--- config.mk ---
export PLATFORM = sky130hd
export DESIGN_NAME = gb_fb_writer
export DESIGN_NICKNAME = d
export VERILOG_FILES = /design/src/rtl/gb_fb_writer.sv
export SDC_FILE = /design/constraint.sdc
export NUM_CORES = 1
export LEC_CHECK = 0
export ABC_AREA = 1
export CORE_ASPECT_RATIO = 0.6
export CORE_UTILIZATION = 40
export CTS_BUF_LIST = sky130_fd_sc_hd__clkbuf_8
export DETAILED_ROUTE_END_ITERATION = 10
export PLACE_DENSITY = 0.72
export RECOVER_POWER = 100
export REMOVE_ABC_BUFFERS = 1
export SLEW_MARGIN = 5
export SYNTH_ARGS = -nofsm -noshare
export SYNTH_HDL_FRONTEND = slang
export SYNTH_SLANG_ARGS = --single-unit
--- constraint.sdc ---
create_clock -name clk -period 2.08 [get_ports clk]
set_clock_uncertainty 0.1 [all_clocks]
set_input_delay 0.312 -clock clk [delete_from_list [all_inputs] [get_ports clk]]
set_output_delay 0.312 -clock clk [all_outputs]
set_load 0.1 [all_outputs]
--- src/rtl/gb_fb_writer.sv ---
`default_nettype none
`timescale 1ns/1ps
// ============================================================================
//  Module   : gb_fb_writer
//  Purpose  : Packs the 2-bit PPU pixel stream (160x144) into bytes of four
//             pixels and writes them into a double-buffered framebuffer.
//             A bank is published through frame_sel only when a complete
//             frame has been written into it.
//  Options  : GB_FB_ERRCNT_EN - when defined, err_cnt counts malformed
//             lines and dropped frames (saturating); otherwise it is tied
//             to zero.
//  Revision : 1.0 - initial release
// ============================================================================
module gb_fb_writer (
  input  logic        clk,
  input  logic        rst,
  input  logic        ppu_vs,
  input  logic        ppu_hs,
  input  logic        ppu_de,
  input  logic [1:0]  ppu_color,
  output logic        fb_we,
  output logic [13:0] fb_addr,
  output logic [7:0]  fb_wdata,
  output logic        frame_sel,
  output logic        frame_done,
  output logic [7:0]  err_cnt
);

  localparam logic [7:0]  c_X_MAX     = 8'd160;
  localparam logic [7:0]  c_Y_MAX     = 8'd144;
  localparam logic [12:0] c_LINE_BYTES = 13'd40;

  typedef enum logic [0:0] {SYNC = 1'b0, ACTIVE = 1'b1} state_t;

  state_t      state_q, state_d;
  logic        vs_q, hs_q;
  logic [7:0]  x_q, x_d;
  logic [7:0]  y_q, y_d;
  logic [1:0]  pcnt_q, pcnt_d;
  logic [7:0]  pack_q, pack_d;
  logic [12:0] base_q, base_d;
  logic        bank_q, bank_d;
  logic        fsel_q, fsel_d;
  logic        we_q, we_d;
  logic [13:0] addr_q, addr_d;
  logic [7:0]  wdata_q, wdata_d;
  logic        done_q, done_d;

  logic        w_vs_rise;
  logic        w_hs_rise;
  logic [12:0] w_offset;

  // Edge detect: current input level against the previous registered sample.
  assign w_vs_rise = ppu_vs & ~vs_q;
  assign w_hs_rise = ppu_hs & ~hs_q;
  // Byte offset of the group x currently falls into.
  assign w_offset  = base_q + {7'd0, x_q[7:2]};

`ifdef GB_FB_ERRCNT_EN
  logic       w_bad;
  logic [7:0] err_q;
`endif

  // Next-state logic: sync handling, pixel packing, line flush, frame commit.
  always_comb begin
    state_d = state_q;
    x_d     = x_q;
    y_d     = y_q;
    pcnt_d  = pcnt_q;
    pack_d  = pack_q;
    base_d  = base_q;
    bank_d  = bank_q;
    fsel_d  = fsel_q;
    we_d    = 1'b0;
    addr_d  = addr_q;
    wdata_d = wdata_q;
    done_d  = 1'b0;
`ifdef GB_FB_ERRCNT_EN
    w_bad   = 1'b0;
`endif
    case (state_q)
      SYNC: begin
        if (w_vs_rise) begin
          state_d = ACTIVE;
          x_d     = 8'd0;
          y_d     = 8'd0;
          base_d  = 13'd0;
          pcnt_d  = 2'd0;
        end
      end
      default: begin
        if (w_vs_rise) begin
          // Frame boundary wins over a coincident line boundary.
          if (y_q == c_Y_MAX) begin
            done_d = 1'b1;
            fsel_d = bank_q;
            bank_d = ~bank_q;
          end else begin
`ifdef GB_FB_ERRCNT_EN
            w_bad = 1'b1;
`endif
          end
          x_d    = 8'd0;
          y_d    = 8'd0;
          base_d = 13'd0;
          pcnt_d = 2'd0;
        end else if (w_hs_rise) begin
          if (pcnt_q != 2'd0) begin
            // Flush the partial group, padding missing pixels with shade 0.
            we_d   = 1'b1;
            addr_d = {bank_q, w_offset};
            case (pcnt_q)
              2'd1:    wdata_d = {pack_q[1:0], 6'd0};
              2'd2:    wdata_d = {pack_q[3:0], 4'd0};
              default: wdata_d = {pack_q[5:0], 2'd0};
            endcase
          end
          if ((x_q != 8'd0) && (y_q != c_Y_MAX)) begin
            y_d    = y_q + 8'd1;
            base_d = base_q + c_LINE_BYTES;
          end
          if ((x_q != 8'd0) && (x_q != c_X_MAX)) begin
`ifdef GB_FB_ERRCNT_EN
            w_bad = 1'b1;
`endif
          end
          x_d    = 8'd0;
          pcnt_d = 2'd0;
        end else if (ppu_de && (x_q < c_X_MAX) && (y_q < c_Y_MAX)) begin
          pack_d = {pack_q[5:0], ppu_color};
          x_d    = x_q + 8'd1;
          pcnt_d = pcnt_q + 2'd1;
          if (pcnt_q == 2'd3) begin
            we_d    = 1'b1;
            addr_d  = {bank_q, w_offset};
            wdata_d = {pack_q[5:0], ppu_color};
          end
        end
      end
    endcase
  end

  // State and datapath registers with synchronous reset.
  always_ff @(posedge clk) begin
    if (rst) begin
      state_q <= SYNC;
      vs_q    <= 1'b0;
      hs_q    <= 1'b0;
      x_q     <= 8'd0;
      y_q     <= 8'd0;
      pcnt_q  <= 2'd0;
      pack_q  <= 8'd0;
      base_q  <= 13'd0;
      bank_q  <= 1'b0;
      fsel_q  <= 1'b1;
      we_q    <= 1'b0;
      addr_q  <= 14'd0;
      wdata_q <= 8'd0;
      done_q  <= 1'b0;
    end else begin
      state_q <= state_d;
      vs_q    <= ppu_vs;
      hs_q    <= ppu_hs;
      x_q     <= x_d;
      y_q     <= y_d;
      pcnt_q  <= pcnt_d;
      pack_q  <= pack_d;
      base_q  <= base_d;
      bank_q  <= bank_d;
      fsel_q  <= fsel_d;
      we_q    <= we_d;
      addr_q  <= addr_d;
      wdata_q <= wdata_d;
      done_q  <= done_d;
    end
  end

`ifdef GB_FB_ERRCNT_EN
  // Saturating count of malformed lines and dropped frames.
  always_ff @(posedge clk) begin
    if (rst) begin
      err_q <= 8'd0;
    end else if (w_bad && (err_q != 8'hFF)) begin
      err_q <= err_q + 8'd1;
    end
  end
  assign err_cnt = err_q;
`else
  assign err_cnt = 8'd0;
`endif

  assign fb_we      = we_q;
  assign fb_addr    = addr_q;
  assign fb_wdata   = wdata_q;
  assign frame_sel  = fsel_q;
  assign frame_done = done_q;

endmodule
`default_nettype wire

-- Word-level counts from Yosys, hierarchy flattened
Cells that the tools add are included.
- RAM bits: 0
- register bits after elaboration: 66
- input bits: 7
- output and inout bits: 33
- ROM bits: 0
- latch bits: 0
- logic and storage cells: 88
- memories kept: 0
- bitwise operators: 8
- muxes and demuxes: 35
- shift operators: 0
- eq/ne operators: 6
- reduce and logical (&&, ||, !) cells: 18
- order comparisons: 2
- divide/modulo/power cells: 0
- $add $sub $neg: 5
- multipliers: 0
- operators by type and width (kind ; count):
    $mux W8 ; 13
    $mux W13 ; 5
    $mux W14 ; 4
    $add A8 B1 Y8 const B ; 2
    $lt A8 B8 Y1 const B ; 2
    $pmux W8 S2 ; 1
    $add A13 B6 Y13 ; 1
    $add A13 B6 Y13 const B ; 1
    $reduce_bool A2 Y1 ; 6
    $mux W2 ; 5
    $eq A8 B8 Y1 const B ; 1
    $ne A8 B8 Y1 const B ; 1
    $reduce_bool A8 Y1 ; 1
    $mux W1 ; 7
    $not A1 Y1 ; 6
    $reduce_and A3 Y1 ; 2
    $reduce_or A3 Y1 ; 2
    $reduce_and A5 Y1 ; 1
    $eq A2 B2 Y1 const B ; 2
    $reduce_and A4 Y1 ; 1
    $logic_and A1 B1 Y1 ; 3
    $reduce_bool A3 Y1 ; 1
    $add A2 B1 Y2 const B ; 1
    $and A1 B1 Y1 ; 2
    other kinds (3) ; 3

-- Longest topological paths before layout
- depth in word-level cells: 7
- depth in mapped cells: 12
- gate-level depth less buffers: 11

-- Worst setup path after synthesis
OpenSTA, ideal clock, no wires.
- path type: flip-flop to flip-flop
- start point: register pcnt_q[0]
- end point: register wdata_q[7] (netlist: fb_wdata[7])
- clock period less this slack: 1.638 ns
- path slack: 0.442 ns
- cell stages (with the launch flop): 10
- library setup time: 0.116 ns
- buffers on the path: 0
- arrival time: 1.422 ns
- path through: dfxtp_1 -> inv_1 -> ha_1 -> inv_1 -> nor2_1 -> inv_1 -> nand2_1 -> nand2_1 -> o21ai_0 -> nor2_1
- word-level cells in the longest chain between the ends: 4
- ends and longest elaborated chain (what ; line ; text):
    start, declared ; 39 ; logic [1:0] pcnt_q, pcnt_d;
    start signal, assigned ; 166 ; pcnt_q <= pcnt_d;
    $eq A2 B2 Y1 / $eq A2 B1 Y1 (equally long branches) ; 112 ; case (pcnt_q)
    $pmux W8 S2 ; 112 ;
    $mux W8 ; 108 ; if (pcnt_q != 2'd0) begin
    $mux W8 ; 107 ; end else if (w_hs_rise) begin
    end signal, assigned ; 173 ; wdata_q <= wdata_d;
    end, declared ; 46 ; logic [7:0] wdata_q, wdata_d;
Several ways; a longest one is shown, not always the timed one. The select of a mux whose other input is x is not followed.
A chain may end at the register's enable or synchronous reset.

-- Final worst setup path
- start point: register pcnt_q[0]
- end point: register addr_q[8] (netlist: fb_addr[8])
- word-level cells in the longest chain between the ends: 3
- ends and longest elaborated chain (what ; line ; text):
    $reduce_bool A2 Y1 / $eq A2 B2 Y1 (equally long branches) ; 108, 133 ;
    $ne A2 B1 Y1 (no source line) / $reduce_bool A2 Y1 (equally long branches) ; n/a ;
    $reduce_and A5 Y1 (no source line) (*) ; n/a ;
    end signal, assigned ; 172 ; addr_q <= addr_d;
    end, declared ; 45 ; logic [13:0] addr_q, addr_d;
Every way passes the cells marked *; elsewhere a longest branch is shown, timed or not.

==> reports/results.ini <==
[synthesis]
synth_ff_type=dfxtp_1
synth.largest_area_cell=dfxtp_1
ys_ff_latch=63
netlist_area_um2=3450
seq_area_frac_synth=0.366
synthTopCellsByArea=dfxtp_1 (37%), nand2_1 (15%), nor2_1 (7.8%)
ys_warn_count=0
synth_edf_count=0
synth_cell_type_count=34
ys_async_sr_fraction=0
synth_top_area_share=0.366
synth_cells=512
synth_area_per_cell_um2=6.73

[placed_design]
dp_cells=650
post-place-ws_ns=0.0392
dp_hpwl_mm=6.09
portBuffers=31
place_congestion=0.891

[clock_network]
clock_path_buffers=2
cts_buffers=9
cts.htree.levels=3
holdBufCountCts=0
cts_resized=0
clk-insertion-delay-late_ns=0.35
clockRootBuffer=clkbuf_8
postCtsSetupRepairBufs=0
cts.sinks=63
clk_pin_slew_ns=0.07
cts_tree=yes

[power]
power_density_nw_per_um2=666
leakage_uw=0.00177
vdd_ir_drop_max_mv=0.489

[worst_setup_path]
path_max_fanout=25
max_stage_delay_ns=0.40
cp.required_ns=2.23
critPathKind=reg -> reg
endpoint_kind=flop
path_cells=inv_1, ha_1, nor2_1, a21oi_1, nor2_4, nand2_4, inv_8, nand2_1, nand2_1, nor2_1
start_kind=flop
arrival_ns=2.03
cp_num_buf_inv=2
cp_top_family=simple AND/OR/NAND/NOR gates
cp_slowest_cell=dfxtp_1

[finish]
final_cells=666
nNetsFinal=572
layout-drive-gt1-share=0.149
diodes=0
synthToLayoutAreaGrowth_pct=12.8
nFillCells=842

[route]
ant_nets=0
wl_per_cell_um=12.3
drc=0
drtPass1Iterations=5
drt_iter0_markers=261
dr_total_vias=3214
viasPerCell=4.83
wirelength_mm=8.19

[die]
die_w_um=122
initial_core_util=0.426
die_h_um=73.9
ios=40
design.core.area_um2=8100
die-area_um2=9010
rows=25

[global_route]
overflow=0
use_met1=0.288
use_met3=0.0551
grt_max_degree=29
grt.total_usage=0.197
globalRouteMet2Util=0.274
grt_pass1_vias=2799
antenna_found_initial=0
top_usage_layer=met1
grt_pass1_wl_mm=13.4

[sta]
maxSlewViolCount=0
finalSetupViolCount=0
fin_ws_ns=0.205
period_minus_slack_ns=1.88
worst_slew_pin_slew_ns=0.853
fin_crit_sh=0.902
timing.slew.headroom=0.432
hold_viol_final=0
rsz0062_at_grt=false
tns_ns=0
clock.fmax_mhz=533

[flow_run]
maxCapViolations=0

[run_status]
run_status=complete, no violations

[min_path]
hp-class=reg -> reg

==> cell families after synthesis <==
logic type / count (synthesis) / synth area share
and+or+nand+nor: 286 / 0.365
other: 1 / 0.00109
xor gates and xnor gates: 2 / 0.00508
buffers and inverters: 87 / 0.123
AOI/OAI and AO/OA: 61 / 0.0958
adders and majority gates: 12 / 0.0435
DFF: 63 / 0.366
==> layout by cell type (no fill, tap or decap), types with 2 or more instances in the layout <==
cell type        count
clkdlybuf4s50_1      5
nand4_1              7
o21ai_0             25
buf_4               11
ha_1                12
o211ai_1             2
bufinv_16            2
nand2_1            135
nor2_4               4
clkbuf_8             9
o21a_1               2
dfxtp_1             63
conb_1               8
inv_2                9
a21oi_1             28
nand3_1             39
nor2_1              79
xor2_1               2
nand2_4              2
clkinv_2             2
nor3_1               3
inv_1               57
nor2_2              15
clkbuf_1             3
clkbuf_2            26
==> per-stage QoR <==
stage	utilization	hold slack (ns)	cell area, um2	power [uW]
3_3_place_gp	0.468	0.342	3790	1490
6_report	0.480	0.365	3890	2590
4_1_cts	0.493	0.365	4000	2630
2_1_floorplan	-	0.281	3300	1420
5_1_grt	0.480	0.385	3890	2700
3_5_place_dp	0.468	0.346	3790	1500
==> final cells by class <==
type | instances | area, um2 | share of cell area
multi-input combinational | 369 | 1760 | 0.452
sequential | 63 | 1260 | 0.324
timing repair buffer | 46 | 284 | 0.0730
inverter | 64 | 248 | 0.0637
tap | 108 | 135 | 0.0347
clock buffer | 9 | 124 | 0.0318
clock inverter | 7 | 81.3 | 0.0209
==> synthesized netlist by cell type, types with 3 or more instances <==
library cell  number
o21ai_0           24
buf_4             10
nand2_1          135
nand4_1            7
nand3_1           38
nor2_4             5
dfxtp_1           63
nor2_1            72
a21oi_1           27
nor3_1             3
buf_2              5
buf_1              3
ha_1              12
nor2_2            21
inv_1             54
inv_2              9
==> flip-flops by register name, summed over array words and instances (netlist names) <==
name / flops
fb_addr: 14
base_q: 10
fb_wdata: 8
x_q: 8
y_q: 8
pack_q: 6
pcnt_q: 2
bank_q: 1
fb_we: 1
frame_done: 1
frame_sel: 1
hs_q: 1
state_q: 1
vs_q: 1
==> layer usage <==
metal  share of wire  vias up
li1                -     1671
met4          0.0098        0
met2            0.39       92
met3           0.061        8
met5               0        -
met1            0.53     1443
==> where the power goes <==
group | switching (uW) | leakage, uW | internal [uW]
Sequential | 5.96 | 0.000508 | 1210
Combinational | 189 | 0.00115 | 57.9
Clock | 467 | 0.000117 | 657
Total | 662 | 0.00177 | 1930
==> worst reg2reg max path, delay by kind of cell, from the launching register on <==
kind / cells / cell delay (ns)
and+or+nand+nor: 6 / 0.65
adders and majority gates: 1 / 0.20
DFF: 1 / 0.40
buffers and inverters: 2 / 0.33
AOI/OAI and AO/OA: 1 / 0.11
==> final timing paths <==
| path | from | endpoint | slack, ns | cells after the start |
|---|---|---|---|---|
| min reg2reg | frame_sel | frame_sel | 0.37 | 1 |
| max reg2reg | pcnt_q[0] | fb_addr[8] | 0.20 | 10 |
| min | frame_sel | frame_sel | 0.37 | 1 |
| max | pcnt_q[0] | fb_addr[8] | 0.20 | 10 |
(Power assumes the default switching activity.)
